**config.mk**
```make
export PLATFORM = sky130hd
export DESIGN_NAME = hood_timer_scheduler
export DESIGN_NICKNAME = d
export VERILOG_FILES = /design/src/rtl/hood_timer_scheduler.sv
export SDC_FILE = /design/constraint.sdc
export NUM_CORES = 1
export LEC_CHECK = 0
export BUFFER_PORTS_ARGS = -buffer_cell sky130_fd_sc_hd__buf_2
export CORE_MARGIN = 2
export CORE_UTILIZATION = 63
export DETAILED_ROUTE_END_ITERATION = 8
export PLACE_DENSITY = 0.89
export SLEW_MARGIN = 5
export SYNTH_ARGS = -nofsm -noshare
export SYNTH_HDL_FRONTEND = slang
export SYNTH_SLANG_ARGS = --single-unit
```
**constraint.sdc**
```tcl
create_clock -name clk -period 5.04 [get_ports clk]
set_input_delay 0 -clock clk [delete_from_list [all_inputs] [get_ports clk]]
set_output_delay 0 -clock clk [all_outputs]
set_load 0.03 [all_outputs]
```
**src/rtl/hood_timer_scheduler.sv**
```systemverilog
// rtl/hood_timer_scheduler.sv - shared seconds countdown for the range-hood mode controller
// Arbitrates exit/self-clean load requests, derives the 1 Hz tick and keeps binary and BCD remain in lockstep.
module hood_timer_scheduler #(
  parameter int TICKS_PER_SEC = 100_000_000,
  parameter int EXIT_SEC      = 60,
  parameter int CLEAN_SEC     = 180
) (
  input  logic        clk,
  input  logic        reset,
  input  logic        req_exit,
  input  logic        req_clean,
  input  logic        pause,
  input  logic        cancel,
  output logic        busy,
  output logic [1:0]  owner,
  output logic        grant,
  output logic        sec_tick,
  output logic [7:0]  remain_sec,
  output logic [11:0] remain_bcd,
  output logic        done,
  output logic [1:0]  done_owner,
  output logic        aborted
);

  localparam int PW = (TICKS_PER_SEC > 1) ? $clog2(TICKS_PER_SEC) : 1;
  localparam logic [PW-1:0] PRESC_LAST = PW'(TICKS_PER_SEC - 1);
  localparam logic [7:0]  EXIT_BIN  = 8'(EXIT_SEC);
  localparam logic [7:0]  CLEAN_BIN = 8'(CLEAN_SEC);
  localparam logic [11:0] EXIT_BCD  =
    12'((EXIT_SEC / 100) * 256 + ((EXIT_SEC / 10) % 10) * 16 + (EXIT_SEC % 10));
  localparam logic [11:0] CLEAN_BCD =
    12'((CLEAN_SEC / 100) * 256 + ((CLEAN_SEC / 10) % 10) * 16 + (CLEAN_SEC % 10));
  localparam logic [1:0] OWN_NONE  = 2'b00;
  localparam logic [1:0] OWN_EXIT  = 2'b01;
  localparam logic [1:0] OWN_CLEAN = 2'b10;

  // S_FIN is the single cycle that shows done while busy/owner are still held.
  typedef enum logic [1:0] {S_IDLE, S_RUN, S_PAUSE, S_FIN} state_t;

  state_t          state, state_nxt;
  logic [PW-1:0]   presc, presc_nxt;
  logic [7:0]      sec_nxt;
  logic [11:0]     bcd_nxt;
  logic [1:0]      owner_nxt, done_owner_nxt;
  logic            grant_nxt, tick_nxt, done_nxt, aborted_nxt;
  logic            active, load, load_clean;

  function automatic logic [11:0] bcd_dec(input logic [11:0] v);
    logic [11:0] r;
    r = v;
    if (v[3:0] != 4'd0) begin
      r[3:0] = v[3:0] - 4'd1;
    end else begin
      r[3:0] = 4'd9;
      if (v[7:4] != 4'd0) begin
        r[7:4] = v[7:4] - 4'd1;
      end else begin
        r[7:4]  = 4'd9;
        r[11:8] = v[11:8] - 4'd1;
      end
    end
    return r;
  endfunction

  always_ff @(posedge clk or negedge reset) begin
    if (!reset) state <= S_IDLE;
    else        state <= state_nxt;
  end

  always_comb begin
    state_nxt      = state;
    presc_nxt      = presc;
    sec_nxt        = remain_sec;
    bcd_nxt        = remain_bcd;
    owner_nxt      = owner;
    done_owner_nxt = done_owner;
    grant_nxt      = 1'b0;
    tick_nxt       = 1'b0;
    done_nxt       = 1'b0;
    aborted_nxt    = 1'b0;
    load           = 1'b0;
    load_clean     = 1'b0;
    active         = (state == S_RUN) || (state == S_PAUSE);

    if (state == S_FIN) begin
      state_nxt = S_IDLE;
      owner_nxt = OWN_NONE;
    end

    if (cancel) begin
      if (active) begin
        state_nxt   = S_IDLE;
        presc_nxt   = '0;
        sec_nxt     = 8'd0;
        bcd_nxt     = 12'h000;
        owner_nxt   = OWN_NONE;
        aborted_nxt = 1'b1;
      end
    end else if (req_clean) begin
      load        = 1'b1;
      load_clean  = 1'b1;
      aborted_nxt = active && (owner == OWN_EXIT);
    end else if (req_exit && !(active && (owner == OWN_CLEAN))) begin
      load = 1'b1;
    end else if (active) begin
      if (pause) begin
        state_nxt = S_PAUSE;
      end else begin
        state_nxt = S_RUN;
        if (presc == PRESC_LAST) begin
          presc_nxt = '0;
          tick_nxt  = 1'b1;
          sec_nxt   = remain_sec - 8'd1;
          bcd_nxt   = bcd_dec(remain_bcd);
          if (remain_sec == 8'd1) begin
            done_nxt       = 1'b1;
            done_owner_nxt = owner;
            state_nxt      = S_FIN;
          end
        end else begin
          presc_nxt = presc + PW'(1);
        end
      end
    end

    if (load) begin
      state_nxt = S_RUN;
      presc_nxt = '0;
      grant_nxt = 1'b1;
      owner_nxt = load_clean ? OWN_CLEAN : OWN_EXIT;
      sec_nxt   = load_clean ? CLEAN_BIN : EXIT_BIN;
      bcd_nxt   = load_clean ? CLEAN_BCD : EXIT_BCD;
    end
  end

  always_ff @(posedge clk or negedge reset) begin
    if (!reset) begin
      presc      <= '0;
      remain_sec <= 8'd0;
      remain_bcd <= 12'h000;
      owner      <= OWN_NONE;
      done_owner <= OWN_NONE;
      grant      <= 1'b0;
      sec_tick   <= 1'b0;
      done       <= 1'b0;
      aborted    <= 1'b0;
    end else begin
      presc      <= presc_nxt;
      remain_sec <= sec_nxt;
      remain_bcd <= bcd_nxt;
      owner      <= owner_nxt;
      done_owner <= done_owner_nxt;
      grant      <= grant_nxt;
      sec_tick   <= tick_nxt;
      done       <= done_nxt;
      aborted    <= aborted_nxt;
    end
  end

  always_comb begin
    busy = (state != S_IDLE);
  end

endmodule

```
==> reports/metrics.csv, run 1 <==
stage,metric,value,unit
placement,dpl cells,449,
setup_path,crit-path cells,"inv_1, ha_1, and3b_1, o211a_2, or2_2, nor2_2, mux2i_1",
sta,fmax,288,MHz
setup_path,"Max stage delay cell, worst path",nor2_2,
routing,Antenna Nets Post-Route,0,
routing,DRT iter0 DRCs,328,
power,PwrDens,320,mW/mm^2
global_route,number of global-route vias before repair,2860,
floorplan,DIE AREA,0.00585,sq mm
sta,Final Max Slew Viols,0,
setup_path,"Req. time, crit path",5190,ps
placement,"Cell Area, Placed",0.00351,sq mm
hold_path,Hold Crit Class,in2reg,
setup_path,Worst EP arrival,3630,ps
cts,H-tree levels,3,
synth,"Avg Cell Area, Syn",9.24,sq um
synth,sequential fraction of the synthesis area,43.1,%
cells_and_area,# diodes,0,
synth,dominant synthesized flop cell,dfrtp_1,
placement,DPL Wire Length,5230,um
flow_run,maxcap violations,0,
floorplan,Initial Utilization,65.2,%
sta,Rel. slew slack,19.1,%
routing,DRT Wirelength,7820,um
synth,Synth Instances,358,
setup_path,CP Launch Type,flip-flop,
synth,Synth warnings,0,
sta,RSZ-0062 raised after global routing,false,
cts,# hold bufs at CTS,2,
sta,Tcrit/Tclk final,69.0,%
sta,final hold viol count,0,
floorplan,core area,0.00507,sq mm
synth,syn_nets,376,
sta,Worst-Margin Slew,1210,ps
global_route,met2 Usage GRT,46.3,%
cells_and_area,final std cells w/o fill,467,
cells_and_area,"most common cell after layout, fill and taps aside",dfrtp_1,
cts,clk slew on worst S/H paths,60,ps
placement,Routability Congestion,0.855,
cells_and_area,"Design Area, Final",0.00373,sq mm
cts,CTS tree,built,
sta,Sum Neg Setup Slack,0,ps
routing,via count,2987,
cts,CTS sink cnt,57,
global_route,total grt overflow,0,
cells_and_area,"commonest non-fill, non-tap cells in the layout","57 x dfrtp_1, 43 x nor2_1, 34 x buf_2",
routing,DRC viols,0,
global_route,first-pass GRT wire length,13400,um
floorplan,Die Ht,76.5,um
floorplan,I/O pins,35,
synth,Seq cells post-synth,57,
setup_path,Crit Path Category,reg2reg,
synth,Netlist cell types,63,
cts,CTS max path bufs,2,
status,status,"complete, no violations",
routing,via/cell ratio,6.40,
routing,WL per Instance,16.7,um
cts,Clock Tree Root,clkbuf_8,
synth,Synth async-reset ratio,100,%
global_route,initial antenna violation count,0,
synth,Post-Syn Area,0.00331,sq mm
power,worst vdd ir,0.175,mV
cts,Post-CTS Setup Repair Bufs,0,
global_route,pin count of the biggest net entering global routing,58,
sta,post-layout min period,3480,ps
setup_path,crit path max fanout,30,
cells_and_area,Syn-to-layout area delta,12.7,%
routing,drt pass-1 iters,5,
cts,CTS Buf Count,9,
cells_and_area,share of cells above drive strength 1,15.9,%
sta,final setup fails,0,
power,Lkg Pwr,1.59,nW
floorplan,DIE WIDTH,76.5,um
floorplan,FP Rows,26,
cells_and_area,Final nets,410,
cts,clk_lat worst skew,350,ps
global_route,GR met3 Demand/Resource,4.03,%
global_route,GR met1 Demand/Resource,37.0,%
sta,Clock Skew,15.8,ps
global_route,GRT Overall Usage,28.6,%
cts,post-cts sizing count,0,
synth,Post-synth EDFFs,0,
setup_path,Max stage delay on crit path,980,ps
global_route,"Most Used Layer, Global Route",met2,
setup_path,kind of end point of the critical path,flip-flop,
placement,IO buf count,34,
-- layout make-up --
cell class / instances / area (sq um)
multi-input cells: 265 / 1740
flip-flops and latches: 57 / 1430
fillers: 382 / 1350
repair buffers: 37 / 198
clock buffers: 15 / 186
well taps: 70 / 87.6
inverters: 22 / 82.6
clock inverters: 1 / 7.51
-- where the power goes --
| part | internal (mW) | switching (mW) | leakage (nW) |
|---|---|---|---|
| clock network | 0.233 | 0.180 | 0.0960 |
| logic | 0.0769 | 0.187 | 0.718 |
| registers | 0.482 | 0.0344 | 0.774 |
| total | 0.792 | 0.402 | 1.59 |
-- per-layer routing --
layer | vias to the layer above | share of wire, %
li1 | 1373 | -
met1 | 1447 | 41
met2 | 144 | 49
met3 | 23 | 6.6
met4 | 0 | 2.7
met5 | - | 0
-- logic make-up (layout without fill, tap and decap cells) --
| kind of cell | Yosys count | after routing | synth area share [%] |
|---|---|---|---|
| muxes | 4 | 4 | 1.32 |
| adders and majority gates | 12 | 12 | 4.54 |
| buffers and inverters | 36 | 75 | 4.35 |
| and+or+nand+nor | 154 | 154 | 26.3 |
| DFF | 57 | 57 | 43.1 |
| xor gates and xnor gates | 20 | 20 | 5.30 |
| AOI/OAI and AO/OA | 75 | 75 | 15.1 |
-- cell usage after synthesis (4+ instances only) --
cell      count  share of area [%]
o31ai_1       4               0.91
or3_1         8                1.5
xnor2_1      19                5.0
inv_1        22                2.5
dfrtp_1      57                 43
nand4_1       5               0.95
o21ai_0      14                2.1
nor4_1        7                1.3
nand3_1      14                2.1
nor2_1       44                5.0
ha_1         12                4.5
clkbuf_1      9                1.0
nand2b_1      8                1.5
a21oi_1      18                2.7
a31oi_1       5               0.95
buf_2         4               0.61
nand2_1      14                1.6
nor3_1       16                2.4
-- path summary, 6_finish.rpt --
kind | startpoint | endpoint | slack [ps] | cells after the start
max in group asynchronous | reset | remain_bcd[4] | 4210 | 3
hold / removal | cancel | state[0] | 30 | 2
setup / recovery | state[0] | remain_sec[0] | 1560 | 7
min in group asynchronous | reset | remain_bcd[0] | 310 | 3
setup reg to reg | state[0] | remain_sec[0] | 1560 | 7
hold reg to reg | done_owner[0] | done_owner[0] | 490 | 1
-- through the flow --
| step | util (%) | power [mW] | setup slack [ps] | hold slack [ps] |
|---|---|---|---|---|
| 6_report | 73.5 | 1.19 | 1560 | 30.6 |
| 5_1_grt | 73.5 | 1.24 | 1310 | 56.7 |
| 4_1_cts | 73.5 | 1.19 | 1620 | 18.6 |
| 3_5_place_dp | 69.3 | 0.780 | 1630 | 182 |
| 3_3_place_gp | 69.3 | 0.768 | 1770 | 173 |
| 2_1_floorplan | - | 0.702 | 2700 | -296 |
-- state kept, by name (all words and copies together) (netlist names) --
name,count
remain_sec,8
done,1
owner,2
done_owner,2
presc,27
sec_tick,1
remain_bcd,12
grant,1
state,2
aborted,1
-- worst max-delay path: cells and delay by family, from the launching register on --
family,cells,cell delay [ps]
AND/OR/NAND/NOR,3,1760
adder cells (fa/ha/maj),1,440
AO/OA/AOI/OAI,1,410
flip-flops,1,390
multiplexers,1,210
buffers and inverters,1,80
(Power assumes the default switching activity.)
==> run 2, diff against run 1 <==
--- a/config.mk
+++ b/config.mk
@@ -5,11 +5,12 @@
 export SDC_FILE = /design/constraint.sdc
 export NUM_CORES = 1
 export LEC_CHECK = 0
+export ABC_AREA = 1
 export BUFFER_PORTS_ARGS = -buffer_cell sky130_fd_sc_hd__buf_2
 export CORE_MARGIN = 2
-export CORE_UTILIZATION = 63
+export CORE_UTILIZATION = 59
 export DETAILED_ROUTE_END_ITERATION = 8
-export PLACE_DENSITY = 0.89
+export PLACE_DENSITY = 0.84
 export SLEW_MARGIN = 5
 export SYNTH_ARGS = -nofsm -noshare
 export SYNTH_HDL_FRONTEND = slang
==> constraint.sdc (replaced) <==
create_clock -name clk -period 3.2 [get_ports clk]
set_input_delay 0 -clock clk [delete_from_list [all_inputs] [get_ports clk]]
set_output_delay 0 -clock clk [all_outputs]
set_load 0.03 [all_outputs]
==> run 2 against run 1 <==
- register-to-register slack worse by 1000 ps
- critical endpoint is now remain_sec[5]
- first-iteration DRC count up 4.9%
- via count up 6.7%
- largest cell class unchanged
- synthesized area up 3.1%
- final cell count up 23%
- setup slack worse by 1000 ps
- cell area up 2.2%
- clock power up 46%
==> reports/metrics.csv, run 2 <==
stage,metric,value,unit
status,status,"complete, no violations",
setup_path,CP top delay family,compound AO/OA/AOI/OAI gates,
power,Pwr Total,2.11,mW
placement,IO buf count,34,
cts,CTS tree,built,
setup_path,CP Launch Type,flip-flop,
synth,"Avg Cell Area, Syn",7.42,sq um
synth,Synth Instances,460,
setup_path,Worst EP arrival,2920,ps
setup_path,worst r2r dst,remain_sec[5],
sta,RSZ-0062 raised after global routing,false,
setup_path,Worst path depth,9,
floorplan,I/O pins,35,
cells_and_area,Syn-to-layout area delta,11.7,%
synth,most frequent cell after synthesis,nand2_1,
synth,Synth top cells by count,"101 x nand2_1, 64 x nor2_1, 57 x dfrtp_1",
routing,WL per Instance,14.2,um
sta,fmax,378,MHz
setup_path,Crit Path Category,reg2reg,
global_route,initial antenna violation count,0,
routing,Antenna Nets Post-Route,0,
sta,final setup fails,0,
setup_path,"Max stage delay cell, worst path",a21oi_4,
setup_path,critical path endpoint,remain_sec[5],
hold_path,Hold Crit Class,in2reg,
setup_path,"Req. time, crit path",3480,ps
placement,DPL Wire Length,5860,um
cts,clk slew on worst S/H paths,70,ps
cts,CTS max path bufs,2,
cts,Clock Tree Root,clkbuf_8,
floorplan,core area,0.00554,sq mm
cells_and_area,Fill cells,492,
floorplan,Die Ht,80.0,um
synth,Synth top area share,41.8,%
floorplan,DIE AREA,0.00641,sq mm
synth,Post-Syn Area,0.00341,sq mm
routing,DRC viols,0,
routing,via/cell ratio,5.54,
global_route,GRT Overall Usage,27.8,%
setup_path,kind of end point of the critical path,flip-flop,
synth,Post-synth EDFFs,0,
cells_and_area,"most common cell after layout, fill and taps aside",nand2_1,
setup_path,R2R Setup Slk,560,ps
floorplan,DIE WIDTH,80.0,um
cells_and_area,Final nets,516,
sta,final hold viol count,0,
sta,post-layout min period,2640,ps
synth,Synth warnings,0,
power,PwrDens,554,mW/mm^2
cts,CTS sink cnt,57,
power,Sw Ratio,38.6,%
synth,top post-synthesis cells by area,"dfrtp_1 42%, nand2_1 11%, nor2_1 7.0%, inv_1 5.9%, nand3_1 4.7%",
global_route,total grt overflow,0,
placement,Routability Congestion,0.853,
synth,Netlist cell types,30,
cells_and_area,Top reg by flops,presc,
global_route,first-pass GRT wire length,13600,um
synth,dominant cell type by area after synthesis,dfrtp_1,
global_route,pin count of the biggest net entering global routing,36,
global_route,number of global-route vias before repair,3062,
synth,Synth async-reset ratio,100,%
floorplan,Initial Utilization,61.6,%
power,Cell Int Power,1.29,mW
synth,syn_nets,478,
cells_and_area,max reg flops,27,
routing,via count,3187,
routing,DRT Wirelength,8190,um
setup_path,crit path buf inv count,2,
power,P_sw,0.815,mW
cells_and_area,# diodes,0,
setup_path,worst r2r path cells,9,
power,Logic pwr share,30.9,%
setup_path,crit path max fanout,28,
cts,H-tree levels,3,
floorplan,FP Rows,27,
sta,Final Max Slew Viols,0,
power,Lkg Pwr,1.83,nW
placement,dpl cells,558,
setup_path,crit-path cells,"inv_1, ha_1, nand3_1, nand2_1, nand3_1, inv_2, a21oi_4, nand2_1, o21ai_1",
cells_and_area,"Design Area, Final",0.00381,sq mm
synth,sequential fraction of the synthesis area,41.8,%
setup_path,reg2reg start,state[0],
sta,Worst-Margin Slew,796,ps
sta,Tcrit/Tclk final,82.6,%
power,worst vdd ir,0.464,mV
cts,clk_lat worst skew,350,ps
sta,Sum Neg Setup Slack,0,ps
power,clock share of power,28.6,%
sta,Final Worst Setup Slack,555,ps
setup_path,CP startpoint,state[0],
cells_and_area,share of cells above drive strength 1,14.5,%
cells_and_area,"commonest non-fill, non-tap cells in the layout","101 x nand2_1, 64 x nor2_1, 57 x dfrtp_1",
sta,Clock Skew,10.6,ps
sta,Rel. slew slack,46.9,%
synth,Seq cells post-synth,57,
synth,dominant synthesized flop cell,dfrtp_1,
power,share of power burned in registers,40.5,%
cells_and_area,final std cells w/o fill,575,
cts,CTS Buf Count,9,
flow_run,maxcap violations,0,
setup_path,Max stage delay on crit path,660,ps
routing,drt pass-1 iters,6,
placement,"worst slack, placed",632,ps
routing,DRT iter0 DRCs,344,
placement,"Cell Area, Placed",0.00363,sq mm
cells_and_area,top flop regs,"presc: 27 flops, remain_bcd: 12 flops, remain_sec: 8 flops",
==> run 2: cell types whose count changed after synthesis, moves of 9 or more <==
cell	delta
nand2_1	+87
inv_1	+32
nor2_1	+20
nand3_1	+18
xnor2_1	-17
o21ai_0	+16
xor2_1	+14
a21oi_1	-10
nand4_1	+9
==> run 2: how the worst min path moves through the flow <==
stage            from  cells past startpoint  slack (ps)       endpoint
2_1_floorplan   reset                      0        -300        aborted
3_3_place_gp    reset                      1         100  done_owner[0]
3_5_place_dp    reset                      1         130  done_owner[1]
4_1_cts         pause                      4           3       sec_tick
5_1_grt        cancel                      2          30       state[0]
6_report       cancel                      2          30       state[0]
==> run 2: timing repair <==
item                                   4_1_cts  5_1_grt
hold buffers                                 1        0
endpoints found under the hold margin       34        0
gates resized for setup                      0        0
setup buffers                                0        0
==> run 2: cells by family (layout without fill, tap and decap cells) <==
logic type,count (synthesis),in the layout,synth area share [%]
buffers and inverters,73,116,8.73
AND/OR/NAND/NOR,245,245,31.1
adder cells (fa/ha/maj),12,12,4.40
XOR/XNOR,17,17,4.36
AO/OA/AOI/OAI,56,56,9.61
flip-flops,57,57,41.8
==> run 2: metrics by stage <==
step	utilization, %	hold slack (ps)
6_report	68.8	27.6
5_1_grt	68.8	28.6
4_1_cts	68.8	3.18
3_5_place_dp	65.4	127
3_3_place_gp	65.4	105
2_1_floorplan	-	-296
==> run 2: layer usage <==
metal,vias to the layer above,track usage [%],wire length [um],part of all wire (%)
li1,1560,-,-,-
met1,1474,35.9,3580,44
met2,131,45.1,3860,47
met3,22,7.01,564,6.9
met4,0,10.3,174,2.1
met5,-,0,0,0
==> run 2: worst reg2reg max path: stages, from the launching register on <==
cell and delay, ps:
dfrtp_1 380, inv_1 80, ha_1 370, nand3_1 140
nand2_1 90, nand3_1 400, inv_2 180, a21oi_4 660
nand2_1 130, o21ai_1 160
==> run 2: power groups by stage <==
stage	combinational [mW]	clock (mW)	sequential [mW]
3_5_place_dp	0.639	0	0.865
6_report	0.652	0.602	0.855
5_1_grt	0.718	0.637	0.864
2_1_floorplan	0.361	0	0.972
3_3_place_gp	0.621	0	0.861
4_1_cts	0.648	0.610	0.853
==> run 2: area by class of cell <==
class	count	area (sq um)	share of cell area (%)
multi-input combinational	330	1690	44.3
sequential	57	1430	37.4
inverter	63	236	6.21
timing repair buffer	37	195	5.12
clock buffer	13	159	4.17
tap	72	90.1	2.36
clock inverter	3	15.0	0.394
